## config.mk

```make
export PLATFORM = sky130hd
export DESIGN_NAME = sram_arb2
export DESIGN_NICKNAME = d
export VERILOG_FILES = /design/src/rtl/sram_arb2.sv
export SDC_FILE = /design/constraint.sdc
export NUM_CORES = 1
export LEC_CHECK = 0
export BUFFER_PORTS_ARGS = -buffer_cell sky130_fd_sc_hd__buf_2
export CORE_ASPECT_RATIO = 1.75
export CORE_MARGIN = 2
export CORE_UTILIZATION = 43
export DETAILED_ROUTE_END_ITERATION = 8
export GPL_TIMING_DRIVEN = 0
export HOLD_SLACK_MARGIN = 0.03
export PLACE_DENSITY = 0.89
export RECOVER_POWER = 25
export SYNTH_ARGS = -nofsm -noshare
export SYNTH_HDL_FRONTEND = slang
export SYNTH_SLANG_ARGS = --single-unit
```

## constraint.sdc

```tcl
create_clock -name clk -period 4.5 [get_ports clk]
set_input_delay 1.35 -clock clk [delete_from_list [all_inputs] [get_ports clk]]
set_output_delay 1.35 -clock clk [all_outputs]
set_load 0.02 [all_outputs]
```

## src/rtl/sram_arb2.sv

```systemverilog
// Two-requester round-robin arbiter/sequencer for a single-port synchronous SRAM.
// Reads return to their owner RD_LAT cycles after acceptance; writes wait for an empty read pipeline.
module sram_arb2 #(
  parameter int          ADDR_W = 10,
  parameter int          DATA_W = 16,
  parameter int unsigned RD_LAT = 2
) (
  input  logic              clk,
  input  logic              rst,
  input  logic              a_req_valid,
  input  logic              a_req_we,
  input  logic [ADDR_W-1:0] a_req_addr,
  input  logic [DATA_W-1:0] a_req_wdata,
  output logic              a_req_ready,
  output logic              a_rsp_valid,
  output logic [DATA_W-1:0] a_rsp_rdata,
  input  logic              b_req_valid,
  input  logic              b_req_we,
  input  logic [ADDR_W-1:0] b_req_addr,
  input  logic [DATA_W-1:0] b_req_wdata,
  output logic              b_req_ready,
  output logic              b_rsp_valid,
  output logic [DATA_W-1:0] b_rsp_rdata,
  output logic              mem_en,
  output logic              mem_we,
  output logic [ADDR_W-1:0] mem_addr,
  output logic [DATA_W-1:0] mem_wdata,
  input  logic [DATA_W-1:0] mem_rdata
);

  logic              lg;        // last grant: 0 = A, 1 = B
  logic [RD_LAT-1:0] pv;        // pv[0] is stage 1
  logic [RD_LAT-1:0] po;        // owner per stage: 0 = A, 1 = B
  logic [ADDR_W-1:0] addr_q;
  logic [DATA_W-1:0] wdata_q;

  logic              busy;
  logic              a_elig;
  logic              b_elig;
  logic              grant_a;
  logic              grant_b;
  logic              acc;
  logic              sel_we;
  logic [ADDR_W-1:0] sel_addr;
  logic [DATA_W-1:0] sel_wdata;

  assign busy   = |pv;
  assign a_elig = a_req_valid && (!a_req_we || !busy);
  assign b_elig = b_req_valid && (!b_req_we || !busy);

  always_comb begin
    grant_a = 1'b0;
    grant_b = 1'b0;
    if (!rst) begin
      if (a_elig && b_elig) begin
        grant_a = lg;
        grant_b = !lg;
      end else begin
        grant_a = a_elig;
        grant_b = b_elig;
      end
    end
  end

  assign acc       = grant_a || grant_b;
  assign sel_we    = grant_a ? a_req_we    : b_req_we;
  assign sel_addr  = grant_a ? a_req_addr  : b_req_addr;
  assign sel_wdata = grant_a ? a_req_wdata : b_req_wdata;

  assign a_req_ready = grant_a;
  assign b_req_ready = grant_b;

  // Hold cycles keep the SRAM enabled so its read/capture stages advance.
  always_comb begin
    mem_en    = 1'b0;
    mem_we    = 1'b0;
    mem_addr  = '0;
    mem_wdata = '0;
    if (!rst) begin
      mem_en    = acc || busy;
      mem_we    = acc && sel_we;
      mem_addr  = acc ? sel_addr  : addr_q;
      mem_wdata = acc ? sel_wdata : wdata_q;
    end
  end

  assign a_rsp_valid = !rst && pv[RD_LAT-1] && !po[RD_LAT-1];
  assign b_rsp_valid = !rst && pv[RD_LAT-1] &&  po[RD_LAT-1];
  assign a_rsp_rdata = mem_rdata;
  assign b_rsp_rdata = mem_rdata;

  always_ff @(posedge clk) begin
    if (rst) begin
      lg      <= 1'b0;
      pv      <= '0;
      po      <= '0;
      addr_q  <= '0;
      wdata_q <= '0;
    end else begin
      if (acc) begin
        lg      <= grant_b;
        addr_q  <= sel_addr;
        wdata_q <= sel_wdata;
      end
      pv[0] <= acc && !sel_we;
      po[0] <= grant_b;
      for (int unsigned i = 1; i < RD_LAT; i++) begin
        pv[i] <= pv[i-1];
        po[i] <= po[i-1];
      end
    end
  end

endmodule

```

==> metrics, run 1 <==
status complete, no violations; CP Launch Type primary input; Mapped Cells approximately 180; Placeable Area roughly 0.004 sq mm; hold_ws approximately 0.44 ns; Hold WC Path Type flip-flop to flip-flop; commonest non-fill, non-tap cells in the layout 125 x buf_2, 32 x buf_4, 31 x dfxtp_1, 27 x nand2b_1; DRT Pass-1 Iters 4; clk root buf clkbuf_8; routed vias/inst 5.47; Remaining Overflow, GRT 0; commonest non-fill, non-tap cell in the layout buf_2; power density over cell area 303 mW/mm^2; antenna-violating nets left 0; kind of critical path primary input to output port; Final Max Slew Viols 0; final worst path period share a little over nine tenths; Num CTS Buffers 5; Die Wd 53.2 um; final setup margin 0.129 ns; initial antenna violation count 0; worst clock skew around 0.0064 ns; Critical Path Fanout Max 10; Top FF cell, synth dfxtp_1; row count 31; Synth Cell Area ~0.0018 sq mm; CP required approximately 3.2 ns; antenna diode count 0; hold_buf cts 0; Starting Density 44.3%; global-route wire length before repair 7940 um; CP cell instances buf_2 > and2_0 > a2111oi_4 > buf_6 > a221o_1 > buf_2; P&R area growth vs syn 41.8%; fmax roughly 0.23 GHz; port bufs 120; DRC viols 0; Synth cell types 27; CTS tree done; vias post-DR about 2000; Sum Neg Setup Slack 0 ns; die area 0.00479 sq mm; Slew Limit Headroom between 50 and 60%; Ports between 100 and 150; Setup crit end kind output port; Area after DPL 0.00248 sq mm; Sink Count 31; Vert. Die Dim ~90 um; maximum root-to-sink buffer count 2; max_cap viols 0; async set-or-reset flop fraction in the synthesized netlist 0%; minimum clock period around 4.4 ns; largest net degree at the start of global routing 11; layout cells sized above 1 a little under three fifths; Syn Area/Cell about 10 sq um; worst skew pair latency between 0.2 and 0.3 ns; Place WS 0.146 ns; final WL approximately 5200 um; dpl cells ~350; worst vdd ir 0.000209 V; DR iter-0 viols between 40 and 50; vias in the first global route between 1500 and 2000; cell mode on critical path buf_2; gpl congestion around 0.81; H-tree depth 2; fin nets just under 400; final-report hold violation count 0; critical path's largest stage delay roughly 0.74 ns; Gates resized, CTS repair 0; Overall Global Routing Usage 21.8%; Synth warnings 0; Leak 1.23 nW; Post-CTS Setup Bufs 0; Max stage delay cell, worst path a2111oi_4; placed wire-length estimate between 4000 and 5000 um; Clock Pin Slew Worst Setup and Hold Paths approximately 0.06 ns; crit path DAT 3.02 ns; post-layout instance area between 0.002 and 0.003 sq mm; synthesis-stage register bit count 31; syn nets between 200 and 300; Layout Cells excl Fill approximately 360; worst slew pin tran a little over 0.7 ns; RSZ-0062 raised after global routing false; final setup violating endpoints 0; WL per Instance 14.5 um; sequential element share of the synthesized area between 30% and 40%; EDFF count, synth 0
-- registers in the layout, summed over array words and instances (netlist names) --
| name | flops |
|---|---|
| pv | 2 |
| lg | 1 |
| po | 2 |
| addr_q | 10 |
| wdata_q | 16 |
-- cell usage after synthesis (2+ instances only) --
cell / n / area [sq um]
buf_4: 32 / 240
and2_1: 2 / 12.5
o21a_1: 2 / 15.0
clkbuf_1: 8 / 30.0
a221o_1: 26 / 260
a221oi_1: 26 / 228
nand2b_1: 27 / 169
dfxtp_1: 31 / 621
nor2b_1: 2 / 12.5
buf_6: 4 / 45.0
inv_1: 2 / 7.51
o21ai_2: 2 / 17.5
buf_2: 6 / 30.0
-- worst max-delay path: cells and delay by family --
| kind | cells | cell delay [ns] |
|---|---|---|
| compound gates | 2 | 0.94 |
| simple gates | 1 | 0.21 |
| buf+inv | 3 | 0.51 |
-- power breakdown --
group | internal [W] | total [W] | switching [W] | leakage [nW]
Sequential | 0.000300 | 0.000309 | 0.00000891 | 0.257
Combinational | 0.000103 | 0.000237 | 0.000133 | 0.927
Clock | 0.000139 | 0.000235 | 0.0000957 | 0.0515
Total | 0.000543 | 0.000781 | 0.000238 | 1.23
-- area by class of cell --
cell class                 instances  area [sq um]
buffer                            51           348
clock buffer                       8           100
fill                             392          1530
inverter                           3          11.3
multi-input combinational         99           840
sequential                        31           621
tap                               49          61.3
timing repair buffer             120           601
-- layer usage --
metal / GRT usage [%] / up-vias / routed length [um]
met1: 22.1 / 909 / 1820
met3: 4.49 / 11 / 487
li1: - / 935 / -
met5: 0 / - / 0
met4: 8.33 / 0 / 116
met2: 40.7 / 121 / 2820
-- logic make-up after synthesis --
kind of cell / share of synthesized area [%]
AND/OR/NAND/NOR: 12.1
AO/OA/AOI/OAI: 34.0
flip-flops: 34.1
buffers and inverters: 19.8
-- worst paths after layout --
path,startpoint,endpoint,slack [ns],cells past startpoint
worst min register to register,po[0],po[1],0.44,1
worst max-delay path,a_req_valid,mem_addr[0],0.13,6
worst min-delay path,po[0],po[1],0.44,1
worst max register to register,pv[1],addr_q[6],2.66,5
-- through the flow --
stage	utilization (%)	power, W
2_1_floorplan	-	0.000470
3_3_place_gp	60.4	0.000546
3_5_place_dp	60.4	0.000552
4_1_cts	62.8	0.000789
5_1_grt	62.8	0.000819
6_report	62.8	0.000781
Power figures use the tool's default switching activity.
==> run 2, diff against run 1 <==
Settings changed: MAX_ROUTING_LAYER set to met4.
Clock period 4.5 ns to 5.05 ns, I/O delays scaled along.
==> run 2 against run 1 <==
Die area stayed put; critical endpoint unchanged; highest routed layer unchanged; global-route usage is 0.57 points higher; largest power group unchanged; critical path depth stayed put.
==> metrics, run 2 (synthesized netlist as in run 1, its figures left out) <==
CP cell instances clkbuf_1 > clkbuf_1 > clkbuf_1 > a221oi_1 > a221o_1 > buf_2 (was buf_2 > and2_0 > a2111oi_4 > buf_6 > a221o_1 > buf_2); H-tree depth 2 (unchanged); Largest regs wdata_q: 16 flops, addr_q: 10 flops (unchanged); vias post-DR 1953 (was 1976); DRT Pass-1 Iters 4 (unchanged); final setup margin 0.342 ns (was 0.129 ns); Overall Global Routing Usage 22.4% (was 21.8%); Max stage delay cell, worst path clkbuf_1 (was a2111oi_4); Critical Path Fanout Max 10 (unchanged); Hold WC Path Type flip-flop to flip-flop (unchanged); hold_buf cts 0 (unchanged); status complete, no violations (unchanged); area occupied by multi-input gates 840 sq um (unchanged); vias in the first global route 1843 (was 1844); CTS tree done (unchanged); Post-CTS Setup Bufs 0 (unchanged); maximum root-to-sink buffer count 2 (unchanged); Sink Count 31 (unchanged); fmax about 0.21 GHz; critical path's largest stage delay 0.41 ns (was 0.74 ns); power density over cell area 270 mW/mm^2 (was 303 mW/mm^2); final setup violating endpoints 0 (unchanged); routed vias/inst 5.41 (was 5.47); Slew Limit Headroom 51.8% (about the same); Sum Neg Setup Slack 0 ns (unchanged); largest net degree at the start of global routing 11 (unchanged); antenna-violating nets left 0 (unchanged); kind of critical path primary input to output port (unchanged); Placeable Area 0.00411 sq mm (unchanged); Top delay family on crit path buffers and inverters (was compound AO/OA/AOI/OAI gates); Setup crit end kind output port (unchanged); layout cells sized above 1 54.5% (was 55.4%); commonest non-fill, non-tap cells in the layout 122 x buf_2, 32 x buf_4, 31 x dfxtp_1, 27 x nand2b_1 (was 125 x buf_2, 32 x buf_4, 31 x dfxtp_1, 27 x nand2b_1); WL per Instance 14.5 um (about the same); Remaining Overflow, GRT 0 (unchanged); commonest non-fill, non-tap cell in the layout buf_2 (unchanged); crit path DAT 3.19 ns (was 3.02 ns); CP Launch Type primary input (unchanged); row count 31 (unchanged); final WL 5220 um (was 5240 um); Int Pwr 0.000484 W (was 0.000543 W); max_cap viols 0 (unchanged); combinational power share 30.3% (about the same); post-layout instance area 0.00258 sq mm (about the same); gpl congestion 0.827 (was 0.815); Ports 138 (unchanged); worst vdd ir 0.000186 V (was 0.000209 V); RSZ-0062 raised after global routing false (unchanged); worst clock skew 0.00623 ns (was 0.00645 ns); port bufs 120 (unchanged); fillers 393 (was 392); switching part of the total 30.4% (about the same); Die Wd 53.2 um (unchanged); dpl cells 353 (unchanged); Gates resized, CTS repair 0 (unchanged); final worst path period share between 90 and 100%; DRC viols 0 (unchanged); setup slack on the worst flop-to-flop path 3.06 ns (was 2.66 ns); fin nets 385 (unchanged); Layout Cells excl Fill 361 (unchanged); Area after DPL 0.00248 sq mm (unchanged); clk root buf clkbuf_8 (unchanged); Place WS 0.366 ns (was 0.146 ns); Final Max Slew Viols 0 (unchanged); share of total power in the clock network 30.0% (was 30.1%); Bufs and invs on worst path 4 (was 3); hold_ws 0.437 ns (about the same); global-route wire length before repair 7940 um (unchanged); placed wire-length estimate 4140 um (unchanged); Biggest register wdata_q (unchanged); final-report hold violation count 0 (unchanged); worst slew pin tran 0.723 ns (about the same); CP required 3.54 ns (was 3.15 ns); die area 0.00479 sq mm (unchanged); Starting Density 44.3% (unchanged); Leak 1.23 nW (about the same); initial antenna violation count 0 (unchanged); Num CTS Buffers 5 (unchanged); Largest register FFs 16 (unchanged); sequential power share 39.7% (was 39.6%); Register Area 621 sq um (unchanged); DR iter-0 viols 42 (unchanged); Clock Pin Slew Worst Setup and Hold Paths 0.06 ns (about the same); cell mode on critical path clkbuf_1 (was buf_2); P&R area growth vs syn 41.6% (was 41.8%); antenna diode count 0 (unchanged); minimum clock period between 4 and 5 ns; Switch Pwr 0.000211 W (was 0.000238 W); worst skew pair latency 0.27 ns (was 0.28 ns); Vert. Die Dim 90.1 um (unchanged)
-- run 2: per-layer routing --
layer / GRT usage, % / wire length, um / up-vias
met2: 40.7 / 2830 / 106
li1: - / - / 937
met5: - / 0 / -
met1: 22.3 / 1890 / 904
met3: 4.15 / 427 / 6
met4: 8.33 / 74 / 0
-- run 2: power groups by stage --
stage	registers (W)	logic, W	clock network (W)
4_1_cts	0.000276	0.000212	0.000215
5_1_grt	0.000278	0.000226	0.000226
3_5_place_dp	0.000281	0.000211	0
3_3_place_gp	0.000280	0.000207	0
6_report	0.000276	0.000211	0.000209
2_1_floorplan	0.000279	0.000140	0
-- run 2: layout make-up --
cell class                 instances  area share, %
timing repair buffer             120           23.2
multi-input combinational         99           32.6
sequential                        31           24.1
tap                               49           2.38
inverter                           3          0.437
buffer                            51           13.4
clock buffer                       8           3.88
-- run 2: stage by stage --
step	total power, W	util (%)
floorplan	0.000419	-
global placement	0.000487	60.4
detailed placement	0.000492	60.4
CTS	0.000703	62.8
global route	0.000730	62.7
finish	0.000695	62.7
-- run 2: worst paths after layout --
check	start	cells after the start	to
max	b_req_valid	6	mem_addr[0]
min	po[0]	1	po[1]
max reg2reg	pv[1]	5	addr_q[6]
min reg2reg	po[0]	1	po[1]
==> run 3, diff against run 2 <==
--- a/config.mk
+++ b/config.mk
@@ -10,3 +10,3 @@
 export CORE_MARGIN = 2
-export CORE_UTILIZATION = 43
+export CORE_UTILIZATION = 40
 export DETAILED_ROUTE_END_ITERATION = 8
@@ -15,3 +15,3 @@
 export MAX_ROUTING_LAYER = met4
-export PLACE_DENSITY = 0.89
+export PLACE_DENSITY = 0.84
 export RECOVER_POWER = 25
==> constraint.sdc (replaced) <==
create_clock -name clk -period 5.22 [get_ports clk]
set_input_delay 0.261 -clock clk [delete_from_list [all_inputs] [get_ports clk]]
set_output_delay 0.261 -clock clk [all_outputs]
set_load 0.02 [all_outputs]
==> run 3 against run 2 <==
Combinational power fell by 4%; critical path type is now flip-flop to output port; clock skew decreased by 0.0029 ns; highest routed layer unchanged; die area is 7.0% higher; critical path depth shrank 1; cell count grew 0.55%; sequential share of layout area is essentially flat; critical endpoint is now mem_wdata[10]; count of clock-buffer cells in the layout decreased by 2; first-iteration DRC count grew 2.4%; hold slack lost 0.21 ns.
==> metrics, run 3 (synthesized netlist as in run 1, its figures left out) <==
Clock Pin Slew Worst Setup and Hold Paths 0.07 ns (was 0.06 ns); HP Start a_req_addr[1] (was po[0]); final worst path period share between 40% and 50%; global-route wire length before repair 7960 um (was 7940 um); Setup crit end kind output port (unchanged); Hold WC Path Type primary input to flip-flop (was flip-flop to flip-flop); commonest non-fill, non-tap cell in the layout buf_2 (unchanged); Num CTS Buffers 5 (unchanged); Int Pwr 0.000500 W (was 0.000484 W); CP required 4.96 ns (was 3.54 ns); combinational power share 28.5% (was 30.3%); DR iter-0 viols 43 (was 42); H-tree depth 2 (unchanged); worst vdd ir 0.000184 V (was 0.000186 V); Ports 138 (unchanged); P&R area growth vs syn 41.4% (was 41.6%); maximum root-to-sink buffer count 2 (unchanged); Vert. Die Dim 93.2 um (was 90.1 um); hold_buf cts 0 (unchanged); row count 32 (was 31); Largest register FFs 16 (unchanged); Placeable Area 0.00440 sq mm (was 0.00411 sq mm); power density over cell area 276 mW/mm^2 (was 270 mW/mm^2); fillers 414 (was 393); Largest regs wdata_q: 16 flops, addr_q: 10 flops (unchanged); worst skew pair latency 0.28 ns (was 0.27 ns); Sum Neg Setup Slack 0 ns (unchanged); vias in the first global route 1867 (was 1843); final WL 5350 um (was 5220 um); Leak 1.18 nW (was 1.23 nW); worst clock skew 0.00328 ns (was 0.00623 ns); status complete, no violations (unchanged); crit path DAT 2.19 ns (was 3.19 ns); fmax ~0.4 GHz; clk root buf clkbuf_8 (unchanged); minimum clock period around 2.5 ns; Slew Limit Headroom 49.9% (was 51.8%); port bufs 120 (unchanged); kind of critical path flip-flop to output port (was primary input to output port); layout cells sized above 1 48.7% (was 54.5%); worst slew pin tran 0.751 ns (was 0.723 ns); final-report hold violation count 0 (unchanged); critical path's largest stage delay 0.65 ns (was 0.41 ns); CP cell instances o21ai_2 > a311oi_4 > buf_6 > a221o_1 > buf_2 (was clkbuf_1 > clkbuf_1 > clkbuf_1 > a221oi_1 > a221o_1 > buf_2); Starting Density 41.3% (was 44.3%); Sink Count 31 (unchanged); dpl cells 355 (was 353); antenna-violating nets left 0 (unchanged); CP Launch Type flip-flop (was primary input); CTS tree done (unchanged); gpl congestion 0.811 (was 0.827); Overall Global Routing Usage 21.4% (was 22.4%); Switch Pwr 0.000210 W (was 0.000211 W); Layout Cells excl Fill 363 (was 361); Max stage delay cell, worst path a311oi_4 (was clkbuf_1); Die Wd 55.0 um (was 53.2 um); DRC viols 0 (unchanged); WL per Instance 14.7 um (was 14.5 um); share of total power in the clock network 34.0% (was 30.0%); Top delay family on crit path compound AO/OA/AOI/OAI gates (was buffers and inverters); fin nets 385 (unchanged); final setup violating endpoints 0 (unchanged); Biggest register wdata_q (unchanged); worst r2r src pv[1] (unchanged); Post-CTS Setup Bufs 0 (unchanged); largest net degree at the start of global routing 11 (unchanged); setup slack on the worst flop-to-flop path 3.41 ns (was 3.06 ns); crit path from pv[1] (was b_req_valid); vias post-DR 1944 (was 1953); total chip power 0.000710 W (was 0.000695 W); switching part of the total 29.6% (was 30.4%); Bufs and invs on worst path 2 (was 4); commonest non-fill, non-tap cells in the layout 103 x buf_2, 32 x buf_4, 31 x clkbuf_1, 31 x dfxtp_1, 27 x nand2b_1 (was 122 x buf_2, 32 x buf_4, 31 x dfxtp_1, 27 x nand2b_1); max_cap viols 0 (unchanged); sequential power share 37.5% (was 39.7%); DRT Pass-1 Iters 4 (unchanged); Gates resized, CTS repair 0 (unchanged); Final Max Slew Viols 0 (unchanged); die area 0.00513 sq mm (was 0.00479 sq mm); initial antenna violation count 0 (unchanged); antenna diode count 0 (unchanged); Remaining Overflow, GRT 0 (unchanged); RSZ-0062 raised after global routing false (unchanged); Critical Path Fanout Max 10 (unchanged); placed wire-length estimate 4190 um (was 4140 um); routed vias/inst 5.36 (was 5.41)
==> run 3: cell count changes in the layout (fill, tap and decap cells not counted) <==
cell	change
clkbuf_1	+18
bufinv_16	+1
and2_1	+1
clkbuf_8	-1
clkinv_2	+1
buf_2	-19
and2_0	-1
==> run 3: through the flow <==
stage	instance area (sq um)	setup slack [ns]	hold slack [ns]	util [%]
after global routing	2570	2.64	0.227	58.4
after CTS	2600	2.75	0.222	59.1
after floorplan	1820	3.41	0.414	-
final	2570	2.77	0.230	58.4
after detailed placement	2480	3.03	0.438	56.4
after global placement	2480	3.03	0.417	56.4
==> run 3: layout make-up <==
class	instances	area (sq um)	area share, %
Inverter	3	11.3	0.438
Timing Repair Buffer	120	572	22.2
Clock buffer	6	82.6	3.21
Clock inverter	2	35.0	1.36
Sequential cell	31	621	24.1
Tap cell	51	63.8	2.48
Multi-Input combinational cell	99	840	32.6
Buffer	51	349	13.6
==> run 3: power by group through the flow <==
stage | registers, W | clock network (W) | logic, W
5_1_grt | 0.000268 | 0.000257 | 0.000218
6_report | 0.000266 | 0.000242 | 0.000202
4_1_cts | 0.000266 | 0.000247 | 0.000206
3_5_place_dp | 0.000272 | 0 | 0.000205
2_1_floorplan | 0.000270 | 0 | 0.000136
3_3_place_gp | 0.000271 | 0 | 0.000202
==> run 3: worst reg2reg max path: cells and delay by family (launching register included) <==
| kind | cells | cell delay (ns) |
|---|---|---|
| AO/OA/AOI/OAI | 3 | 1.04 |
| buffers and inverters | 1 | 0.23 |
| flip-flops | 1 | 0.47 |
==> run 3: path summary, 6_finish.rpt <==
| check | depth (start not counted) | to |
|---|---|---|
| setup / recovery | 5 | mem_wdata[10] |
| hold / removal | 2 | addr_q[1] |
| setup reg to reg | 4 | wdata_q[10] |
| hold reg to reg | 1 | po[1] |
==> run 3: routing by layer <==
layer	GRT usage, %	vias to the layer above	wire (um)
met3	3.35	4	458
met2	38.2	115	2900
li1	-	937	-
met5	-	-	0
met1	22.8	888	1940
met4	6.91	0	59
